File: config.mk
export PLATFORM = sky130hd
export DESIGN_NAME = hamming_encode_serializer
export DESIGN_NICKNAME = d
export VERILOG_FILES = /design/src/rtl/hamming_encode_serializer_pkg.sv /design/src/rtl/hamming_15_11_enc.sv /design/src/rtl/hamming_encode_serializer.sv
export SDC_FILE = /design/constraint.sdc
export NUM_CORES = 1
export LEC_CHECK = 0
export ABC_AREA = 1
export CAP_MARGIN = 20
export CELL_PAD_IN_SITES_DETAIL_PLACEMENT = 0
export CELL_PAD_IN_SITES_GLOBAL_PLACEMENT = 1
export CORE_AREA = 2 2 66 68
export DETAILED_ROUTE_END_ITERATION = 6
export DIE_AREA = 0 0 68 70
export GPL_TIMING_DRIVEN = 0
export PLACE_DENSITY = 0.89
export SYNTH_ARGS = -nofsm -noshare
export SYNTH_HDL_FRONTEND = slang
export SYNTH_SLANG_ARGS = --single-unit
File: constraint.sdc
create_clock -name CLK -period 2.27 [get_ports CLK]
set_clock_uncertainty 0.2 [all_clocks]
set_input_delay 0.3405 -clock CLK [delete_from_list [all_inputs] [get_ports CLK]]
set_output_delay 0.3405 -clock CLK [all_outputs]
set_load 0.005 [all_outputs]
File: src/rtl/hamming_encode_serializer_pkg.sv
// Shared definitions for the Hamming(15,11) serial transmit path.
//   - FSM state encoding for the serializer
//   - FRAME_LEN (15, or 16 when HAM_OVERALL_PARITY_EN is defined)
//   - data-bit to codeword-position map
//   - ham_encode(): 11-bit data -> 15-bit codeword, also used by the decoder's syndrome logic
// Codeword bit index i holds codeword position i+1.
package hamming_encode_serializer_pkg;

  typedef enum logic {
    ST_IDLE  = 1'b0,
    ST_SHIFT = 1'b1
  } state_t;

  localparam int DATA_LEN = 11;
  localparam int CW_LEN   = 15;

`ifdef HAM_OVERALL_PARITY_EN
  localparam int FRAME_LEN = 16;
`else
  localparam int FRAME_LEN = 15;
`endif

  // Codeword position (1-based) of d[0] .. d[10].
  localparam logic [3:0] DATA_POS [DATA_LEN] = '{
    4'd3, 4'd5, 4'd6, 4'd7, 4'd9, 4'd10, 4'd11, 4'd12, 4'd13, 4'd14, 4'd15
  };

  function automatic logic [CW_LEN-1:0] ham_encode(input logic [DATA_LEN-1:0] d);
    logic [CW_LEN-1:0] cw;
    logic              par;
    cw = '0;
    for (int i = 0; i < DATA_LEN; i++) begin
      cw[DATA_POS[i] - 4'd1] = d[i];
    end
    // Parity positions are still zero here, and position 2^j never has bit k set
    // for j != k, so each parity sees only data positions.
    for (int k = 0; k < 4; k++) begin
      par = 1'b0;
      for (int pos = 1; pos <= CW_LEN; pos++) begin
        if (pos[k]) par ^= cw[pos-1];
      end
      cw[(1 << k) - 1] = par;
    end
    return cw;
  endfunction

endpackage

File: src/rtl/hamming_15_11_enc.sv
// Pure combinational Hamming(15,11) encoder.
// Ports:
//   data     in  11  data word, d[0] is the first data position
//   codeword out 15  bit i = codeword position i+1
module hamming_15_11_enc
  import hamming_encode_serializer_pkg::*;
(
  input  logic [DATA_LEN-1:0] data,
  output logic [CW_LEN-1:0]   codeword
);

  assign codeword = ham_encode(data);

endmodule

File: src/rtl/hamming_encode_serializer.sv
// Hamming(15,11) encoder + serializer. Accepts an 11-bit word on a valid/ready
// handshake, encodes it, and shifts the frame out one bit per DEVICE_EN cycle with
// frame start/end markers. Back-to-back frames run with no gap when DATA_VALID is
// held high.
// Build option: define HAM_OVERALL_PARITY_EN to append position 16 (overall even
// parity of positions 1..15, SECDED); FRAME_LEN becomes 16.
// Parameters:
//   MSB_FIRST  0: position 1 sent first; 1: highest position sent first
//   IDLE_LVL   SER_OUT level while no frame is active
// Ports:
//   CLK          in   clock, posedge
//   REST         in   synchronous active-low reset
//   DEVICE_EN    in   bit-rate enable
//   DATA_IN      in   11-bit data word
//   DATA_VALID   in   DATA_IN valid
//   DATA_READY   out  word can be accepted this cycle
//   SER_OUT      out  serial bit
//   SER_VALID    out  SER_OUT carries a frame bit
//   FRAME_START  out  first bit of frame
//   FRAME_END    out  last bit of frame
//   BUSY         out  frame in progress
//
// state  | meaning
// IDLE   | no frame, ready for a word
// SHIFT  | frame bits being sent, count = index of bit on SER_OUT
module hamming_encode_serializer
  import hamming_encode_serializer_pkg::*;
#(
  parameter bit MSB_FIRST = 1'b0,
  parameter bit IDLE_LVL  = 1'b0
) (
  input  logic                CLK,
  input  logic                REST,
  input  logic                DEVICE_EN,
  input  logic [DATA_LEN-1:0] DATA_IN,
  input  logic                DATA_VALID,
  output logic                DATA_READY,
  output logic                SER_OUT,
  output logic                SER_VALID,
  output logic                FRAME_START,
  output logic                FRAME_END,
  output logic                BUSY
);

  localparam logic [3:0] LAST_CNT = 4'(FRAME_LEN - 1);

  state_t               state;
  logic [3:0]           count;
  logic [FRAME_LEN-1:0] shreg;
  logic [FRAME_LEN-1:0] shreg_next;
  logic [FRAME_LEN-1:0] frame;
  logic [CW_LEN-1:0]    codeword;
  logic                 last_bit;
  logic                 accept;

  hamming_15_11_enc u_enc (
    .data     (DATA_IN),
    .codeword (codeword)
  );

`ifdef HAM_OVERALL_PARITY_EN
  assign frame = {^codeword, codeword};
`else
  assign frame = codeword;
`endif

  // The head of the register is always the bit on the wire, so the shift
  // direction follows MSB_FIRST.
  always_comb begin
    shreg_next = shreg;
    if (MSB_FIRST) shreg_next = {shreg[FRAME_LEN-2:0], 1'b0};
    else           shreg_next = {1'b0, shreg[FRAME_LEN-1:1]};
  end

  assign last_bit   = (state == ST_SHIFT) && (count == LAST_CNT);
  assign DATA_READY = (state == ST_IDLE) || (last_bit && DEVICE_EN);
  assign accept     = DATA_READY && DATA_VALID;

  assign SER_OUT = (state == ST_SHIFT)
                   ? (MSB_FIRST ? shreg[FRAME_LEN-1] : shreg[0])
                   : IDLE_LVL;

  always_ff @(posedge CLK) begin
    if (!REST) begin
      state       <= ST_IDLE;
      count       <= 4'd0;
      shreg       <= '0;
      SER_VALID   <= 1'b0;
      FRAME_START <= 1'b0;
      FRAME_END   <= 1'b0;
      BUSY        <= 1'b0;
    end else if (accept) begin
      // Covers both the IDLE handshake and the gapless reload on the last bit.
      state       <= ST_SHIFT;
      count       <= 4'd0;
      shreg       <= frame;
      SER_VALID   <= 1'b1;
      FRAME_START <= 1'b1;
      FRAME_END   <= 1'b0;
      BUSY        <= 1'b1;
    end else if (state == ST_SHIFT && DEVICE_EN) begin
      if (last_bit) begin
        state       <= ST_IDLE;
        count       <= 4'd0;
        shreg       <= '0;
        SER_VALID   <= 1'b0;
        FRAME_START <= 1'b0;
        FRAME_END   <= 1'b0;
        BUSY        <= 1'b0;
      end else begin
        count       <= count + 4'd1;
        shreg       <= shreg_next;
        FRAME_START <= 1'b0;
        FRAME_END   <= ((count + 4'd1) == LAST_CNT);
      end
    end
  end

endmodule

==> impl_metrics.csv <==
group,metric,value,unit
routing,drc,0,
routing,post_drt_wl_per_cell,10.77,um
clocking,clk_latency,0.27,ns
status,status,"finished, final reports clean",
layout,layout_common_cells,"nand2_1, inv_1, nand3_1",
sta,fin_setup_tns,0,ns
sta,slew-limit-headroom,72.16,%
placed_design,numPortBuffers,17,
critical_path,cp.arrival,1.93,ns
routing,vias,1446,
critical_path,critPathSlowestCell,"dfxtp_1",
critical_path,cp_max_fo,10,
hold_path,hold_depth,3,
yosys,synth_cells,231,
die,initial_core_util,35.33,%
critical_path,cp-end-kind,"flip-flop",
flow_run,cap_violations,0,
layout,nets,271,
routing,vias_per_cell,4.757,
critical_path,cp.required,2.25,ns
layout,drive_above_1_share,7.143,%
pwr,vdd_drop_max,0.0002053,V
die,io_pins,21,
die,dieWidth,68,um
yosys,ys_warn_count,0,
clocking,cts_setup_buffers,0,
global_route,grt_max_degree,13,
global_route,grt_pass1_wl,5823,um
pwr,switching_share,29.58,%
critical_path,startpoint_type,"flip-flop",
yosys,netlist_area,1464,sq um
pwr,p_clk_share,29.3,%
global_route,grt_pass1_vias,1342,
sta,min_period,1.944,ns
clocking,cts_root_buffer,"clkbuf_8",
placed_design,hpwl,2570,um
clocking,cts_buffers,3,
routing,drt_iter0_drc,78,
layout,areaGrowthSynthToFinish,20.00,%
clocking,clk_pin_slew,0.08,ns
die,dieArea,4760,sq um
pwr,intPower,676.9,uW
routing,drtAntennaViolNets,0,
pwr,p_per_area,547.2,nW/um^2
critical_path,regToRegStartpoint,"count[0]",
clocking,htree_levels,1,
sta,rsz0062_at_grt,"no",
yosys,ys_ff_latch,22,
sta,tightest_slew,0.4175,ns
pwr,pwr-share-seq,45.0,%
pwr,pwr-share-comb,25.7,%
die,core_area,4144,sq um
yosys,ys_types,24,
hold_path,hold_class,"in -> reg",
sta,hold_viol,0,
clocking,clockBufferDepth,2,
die,placementRows,24,
critical_path,crit_chain,"inv_1, ha_1, nand3_2, nor2_1, inv_1, clkbuf_1, nand3_1, a31oi_1",
routing,firstDrtPassIters,4,
sta,period_share,85.64,%
yosys,ys_seq_area_share,30.09,%
pwr,power.switching,284.4,uW
placed_design,place_inst,300,
pwr,p_leak,0.8118,nW
yosys,syn_avg_cell_area,6.337,sq um
clocking,tritoncts,"done",
yosys,syn-num-nets,249,
placed_design,gp_congestion,0.7888,
global_route,overflow,0,
global_route,grt_antenna_before_repair,0,
layout,final_common_cell,"nand2_1",
sta,fmax,514.4,MHz
critical_path,critPathKind,"reg -> reg",
layout,fillerInstances,446,
hold_path,min_from,"DATA_IN[2]",
routing,wirelength,3274,um
critical_path,critPathMostFrequentCell,"inv_1",
sta,setup_viol,0,
global_route,grtUsageTotal,15.50,%
clocking,cts.sinks,22,
critical_path,r2r_slack,0.33,ns
layout,final_cells,304,
critical_path,rr_worst_depth,8,
sta,slew_viol_final,0,
critical_path,r2r_end,"shreg[10]",
die,die_y,70,um
hold_path,min_to,"shreg[5]",
layout,n_antenna_cell,0,
critical_path,max_stage_delay,0.40,ns
## critical path: cells and delay by family (launching register included)
family,cells,cell delay (ns)
compound gates,1,0.15
fa+ha+maj,1,0.21
buf+inv,3,0.60
flops,1,0.40
simple gates,3,0.31
## how the worst max path moves through the flow
stage,endpoint,start,cells past startpoint,slack [ns]
2_1_floorplan,shreg[10],count[0],8,0.64
3_3_place_gp,shreg[7],DATA_IN[6],12,0.11
3_5_place_dp,shreg[7],DATA_IN[6],12,0.13
4_1_cts,DATA_READY,count[0],5,0.07
5_1_grt,shreg[4],count[0],8,0.12
6_report,shreg[10],count[0],8,0.33
## layer usage
layer  share of wire [%]  GRT usage, %  vias up  wire length, um
li1                    -             -      782                -
met1                  49         21.30      628             1608
met2                  46         24.92       32             1503
met3                 3.9         1.771        4              128
met4                 1.0         4.889        0               34
met5                   0             0        -                0
## cell usage after synthesis, drive strengths merged
cell    count  area [sq um]
a21oi      11         66.32
a22oi       1         7.510
a31oi      12         75.07
buf         5         41.28
clkbuf      6         22.52
dfxtp      22         440.4
ha          3         37.54
inv        30         112.6
nand2      78         297.8
nand3      27         140.1
nor2       12         57.55
o21ai      14         70.07
o21bai      1         18.77
o22ai       1         6.260
xnor2       6         52.55
xor2        2         17.52
## sequential cells by signal, summed over array words and instances, names as in the netlist
| register | count |
|---|---|
| shreg | 15 |
| count | 4 |
| FRAME_START | 1 |
| FRAME_END | 1 |
| state | 1 |
## power by group through the flow
stage	clock network (mW)	logic [mW]	registers (mW)
after floorplan	0	0.171	0.438
after global routing	0.302	0.285	0.437
after global placement	0	0.247	0.441
final	0.281	0.247	0.433
after CTS	0.286	0.250	0.433
after detailed placement	0	0.249	0.442
## kinds of logic after synthesis
group                      synth area share, %
buffers and inverters                    12.05
AOI/OAI and AO/OA                        16.67
adders and majority gates                2.564
xor gates and xnor gates                 4.787
and+or+nand+nor                          33.85
DFF                                      30.09
## layout make-up
| class | instances | area [sq um] | area share, % |
|---|---|---|---|
| clock buffers | 4 | 55.05 | 3.134 |
| plain buffers | 11 | 63.81 | 3.632 |
| repair buffers | 17 | 172.7 | 9.829 |
| flip-flops and latches | 22 | 440.4 | 25.07 |
| multi-input cells | 168 | 847.1 | 48.22 |
| inverters | 30 | 112.6 | 6.410 |
| well taps | 52 | 65.06 | 3.704 |
## metrics by stage
stage	power [mW]	hold slack, ns	area (sq um)	setup slack (ns)	utilization (%)
after floorplan	0.6090	0.2429	1464	0.6358	-
after global placement	0.6880	0.2519	1699	0.1119	41.00
after detailed placement	0.6904	0.2558	1699	0.1258	41.00
after CTS	0.9689	0.2515	1754	0.06588	42.33
after global routing	1.024	0.2824	1757	0.1221	42.39
final	0.9612	0.2431	1757	0.3259	42.39
## repair_timing
action | 4_1_cts | 5_1_grt
resized for setup | 0 | 1
endpoints found under the setup margin | 0 | 1
hold buffers | 0 | 0
No activity file was read; power rests on OpenSTA's default activity.
==> RTL edit 1, RTL diff (config.mk and constraints unchanged) <==
The parameter `IDLE_LVL` goes from 1'b0 to 1'b1.
--- a/src/rtl/hamming_encode_serializer.sv
+++ b/src/rtl/hamming_encode_serializer.sv
@@ -29,3 +29,3 @@
   parameter bit MSB_FIRST = 1'b0,
-  parameter bit IDLE_LVL  = 1'b0
+  parameter bit IDLE_LVL  = 1'b1
 ) (
Behaviour: not the same (a bounded check fails within 4 cycles, from zero or initial values).
==> RTL edit 1 against the unedited design <==
  * Register-to-register slack improved by 0.02 ns
  * Utilization increased by 0.33 points
  * Sequential share of layout area decreased by 0.19 points
  * Global-route usage decreased by 0.75 points
  * Final area increased by 0.78%
  * Area after synthesis decreased by 0.17%
  * Worst setup slack got worse by 0.069 ns
  * Die area unchanged
  * Routed wire length increased by 1.8%
  * Power increased by 8.9%
  * Sequential cell count unchanged
  * Combinational power increased by 2%
  * Largest cell class unchanged
  * Final cell count decreased by 0.33%
==> RTL edit 1: results (changes against the unedited design) <==
| Metric | Value |
|---|---|
| Detailed Route Iter0 Violations | `44 (-44%)` |
| Distinct cell type count after synthesis | `25 (+4.2%)` |
| Worst hold path type | `input pin to flop` |
| Static Leakage | `0.8107 nW (-0.14%)` |
| Final RePlAce weighted congestion | `0.8083 (+2.5%)` |
| Synth top cells by count | `nand2_1, inv_1, nand3_1` |
| DR WL/cell | `11.00 um (+2.2%)` |
| Drt pass-1 iters | `4 (unchanged)` |
| Hold Path Stages | `3 (unchanged)` |
| Hpwl dp | `2621 um (+2.0%)` |
| Routed vias/inst | `4.710 (-0.99%)` |
| Worst Hold Launch | `DATA_IN[0]` |
| Clk slew on worst S/H paths | `0.08 ns (about the same)` |
| N_diodes | `0 (unchanged)` |
| Yosys warns | `0 (unchanged)` |
| First-pass GRT wire length | `5526 um (-5.1%)` |
| FF-to-FF Start | `count[0]$_SDFFE_PP0P_` |
| Syn Nets | `248 (-0.40%)` |
| Outcome | `finished clean` |
| Fill count | `461 (+3.4%)` |
| Max FO, Critical Path | `4 (-6)` |
| Port Buffers | `17 (unchanged)` |
| Reg2Reg Depth | `8 (unchanged)` |
| Skew-Pair Late Insertion Delay | `about 0.26 ns` |
| Synth top area cells | `dfxtp_1, nand2_1, nand3_1` |
| All-Layer GR Usage | `0.1475 (-0.007520)` |
| Vias in the first global route | `1258 (-6.3%)` |
| CTS Buffer Depth | `2 (unchanged)` |
| CP Data Arrival Time | `1.47 ns (-0.46 ns)` |
| Synth top area share | `0.3014 (+0.0005152)` |
| H-tree levels | `1 (unchanged)` |
| Crit. Startpoint | `state$_SDFFE_PN0P_` |
| VDD IR max | `0.2496 mV (+22%)` |
| Pin count of the biggest net entering global routing | `14 (+1)` |
| Register area share after synthesis | `0.3014 (+0.0005152)` |
| Rel. slew slack | `0.7055 (-0.01617)` |
| Layout cells sized above 1 | `0.07570 (+0.004269)` |
| Fin nets | `270 (-0.37%)` |
| Placement Cell Area | `0.001697 mm2 (-0.15%)` |
==> RTL edit 1: cell count changes after synthesis <==
cell	change
inv_1	-2
buf_4	+1
inv_2	+1
nor2_4	+1
or2_2	+1
nor2_2	-1
buf_6	-1
nand2_2	-1
==> RTL edit 1: kinds of logic (layout without fill, tap and decap cells) <==
family                     Yosys count  count (layout)  synth area share
buffers and inverters               40              61            0.1156
and+or+nand+nor                    117             117            0.3425
xor gates and xnor gates             8               8           0.04795
AOI/OAI and AO/OA                   40              40            0.1670
adders and majority gates            3               3           0.02569
DFF                                 22              22            0.3014
==> RTL edit 1: metal layers <==
layer	vias to the layer above	share of wire	global-route usage
met1	628	0.47	0.1918
met4	0	0.0057	0.02000
li1	781	-	-
met2	16	0.50	0.2557
met5	-	0	0
met3	2	0.027	0.02576
==> RTL edit 1: path summary, 6_finish.rpt <==
check / end / slack [ns]
max: SER_OUT / 0.26
min: shreg[2]$_SDFFE_PN0P_ / 0.25
max reg2reg: shreg[13]$_SDFFE_PN0P_ / 0.35
min reg2reg: FRAME_START$_SDFFE_PN0P_ / 0.26
==> RTL edit 1: worst max-delay path, stage by stage (launching register included) <==
cell	delay (ns)
dfxtp_1	0.37
inv_1	0.11
or2_2	0.29
clkdlybuf4s50_1	0.44
==> RTL edit 1: final cells by class <==
type,instances,share of cell area
plain buffers,11,0.03392
repair buffers,17,0.09753
inverters,29,0.06148
flip-flops and latches,22,0.2488
well taps,52,0.03675
clock buffers,3,0.02332
clock inverters,1,0.01696
multi-input cells,168,0.4813
==> RTL edit 1: report_power, final <==
part | switching, mW | internal [mW] | total (mW)
clock | 0.128 | 0.235 | 0.363
combinational | 0.144 | 0.107 | 0.251
sequential | 0.0158 | 0.417 | 0.433
==> RTL edit 1: metrics by stage <==
step	setup WS (ns)	utilization	hold WS, ns	std cells
6_report	0.2570	0.4272	0.2480	303
5_1_grt	0.1358	0.4272	0.2813	303
4_1_cts	0.04166	0.4266	0.2505	303
3_5_place_dp	0.07604	0.4094	0.2579	299
3_3_place_gp	0.07221	0.4094	0.2537	299
2_1_floorplan	0.6348	-	0.2431	230
==> RTL edit 1: what timing repair did <==
item,in CTS,in global routing
resized for setup,0,1
buffers inserted,0,0
setup endpoints to repair,0,1
==> RTL edit 2, RTL diff (same settings) <==
Made on the original files. Compare `count` against `LAST_CNT` with >= in place of ==.
--- a/src/rtl/hamming_encode_serializer.sv
+++ b/src/rtl/hamming_encode_serializer.sv
@@ -74,3 +74,3 @@
 
-  assign last_bit   = (state == ST_SHIFT) && (count == LAST_CNT);
+  assign last_bit   = (state == ST_SHIFT) && (count >= LAST_CNT);
   assign DATA_READY = (state == ST_IDLE) || (last_bit && DEVICE_EN);
Formal check against the unedited RTL: no difference found for any inputs over 10 cycles, from zero or initial values; that may be too few to reach the edited logic, so the function may still have changed.
==> RTL edit 2 against the unedited design <==
  * Die area stayed put
  * Routed wire length is 6.1% higher
  * Via count is 5.0% higher
  * Area after synthesis is 1.6% lower
  * Worst setup slack worse by 0.093 ns
  * Synthesized cell count is 8.2% higher
  * Final area is 1.2% higher
  * Power is 1.7% lower
  * Sequential cell count stayed put
  * Maximum frequency is 4.6% lower
  * Count of clock-buffer cells in the layout stayed put
  * Utilization is 0.51 points higher
==> RTL edit 2: results (changes against the unedited design) <==
| Metric | Value |
|---|---|
| Outcome | `finished clean` |
| Invs w/o clock | `32 (+6.7%)` |
| Peak Freq | `0.4909 GHz (-4.6%)` |
| # placed instances | `322 (+7.3%)` |
| Placement Cell Area | `0.001705 mm2 (+0.37%)` |
| Num sequential | `22 (unchanged)` |
| Vias in the first global route | `1345 (+0.22%)` |
| VDD IR max | `0.1944 mV (-5.3%)` |
| Fill count | `469 (+5.2%)` |
| Max FO, Critical Path | `10 (unchanged)` |
| Syn Nets | `268 (+7.6%)` |
| Worst Hold End | `FRAME_END$_SDFFE_PP0P_` |
| Register area share after synthesis | `0.3058 (+0.004966)` |
| Multi-input combinational cell area | `837.1 um2 (-1.2%)` |
| Crit. Startpoint | `DEVICE_EN` |
| Non-clock buffering overhead in the final layout | `0.1436 (+0.008945)` |
| CP max-delay cell | `clkdlybuf4s50_1` |
| Synth top area cells | `dfxtp_1, nand2_1, nor2_1` |
| First-pass GRT wire length | `5699 um (-2.1%)` |
| Clock Network Area Fraction | `0.03096 (-0.0003751)` |
| Compound-gate portion of the synthesized area | `0.1390 (-0.02766)` |
| R2r endpoint | `shreg[8]$_SDFFE_PN0P_` |
| Pin count of the biggest net entering global routing | `13 (unchanged)` |
| Post-CTS sizing | `1 (+1)` |
| Layout cells sized above 1 | `0.05455 (-0.01688)` |
| Hold Path Stages | `2 (-1)` |
| Fin nets | `294 (+8.5%)` |
| Pre-CTS setup slack | `-0.04085 ns (-0.1666 ns)` |
| Clk slew on worst S/H paths | `0.08 ns (about the same)` |
| Worst Hold Launch | `FRAME_END$_SDFFE_PP0P_` |
| Synth top cells by count | `nand2_1, nor2_1, inv_1` |
| Post-route cell area | `0.001778 mm2 (+1.2%)` |
| CP max stage delay | `0.50 ns (+0.10 ns)` |
| CP Capture Point | `shreg[4]$_SDFFE_PN0P_` |
| Detailed Route Iter0 Violations | `76 (-2.6%)` |
| Reg2Reg Setup Slack | `0.31 ns (-0.02 ns)` |
| Routed Wire Length | `3475 um (+6.1%)` |
| Reg2Reg Depth | `10 (+2)` |
| Seq area share | `0.2505 (about the same)` |
| Port Buffers | `20 (+3)` |
| Final RePlAce weighted congestion | `0.8163 (+3.5%)` |
| Distinct cell type count after synthesis | `19 (-21%)` |
| Multi-Input Combinational | `189 (+13%)` |
| Rel. slew slack | `0.6622 (-0.05940)` |
| H-tree levels | `1 (unchanged)` |
| Synth Area in Adders | `0.02606 (+0.0004233)` |
| Worst hold path type | `flop to flop` |
| Static Leakage | `0.8903 nW (+9.7%)` |
| Hpwl dp | `2692 um (+4.8%)` |
| WHS | `0.2697 ns (+0.02657 ns)` |
| DR vias | `1519 (+5.0%)` |
| Synth Area in XOR/XNOR | `0.01216 (-0.03570)` |
| Routed vias/inst | `4.645 (-2.3%)` |
[RTL edit 2: changes by cell type after synthesis, sizes merged, moves of 2 or more]
cell,unedited run,this run
nor2,12,43
a31oi,12,0
o21ai,14,24
nand3,27,18
xnor2,6,0
nand2,78,83
a21oi,11,14
buf,5,3
clkbuf,6,4
inv,30,32
[RTL edit 2: routing by layer]
| metal | share of wire | GRT usage | vias to the layer above | routed length, um |
|---|---|---|---|---|
| met5 | 0 | 0 | - | 0 |
| met2 | 0.49 | 0.2567 | 14 | 1687 |
| met1 | 0.49 | 0.1996 | 676 | 1698 |
| li1 | - | - | 825 | - |
| met4 | 0.014 | 0.06667 | 0 | 48 |
| met3 | 0.012 | 0.01449 | 4 | 40 |
[RTL edit 2: power breakdown]
group	internal (mW)	switching (mW)	leakage, nW	total [mW]
logic	0.0985	0.134	0.679	0.232
registers	0.414	0.0156	0.182	0.429
clock network	0.155	0.129	0.0288	0.284
total	0.667	0.278	0.890	0.945
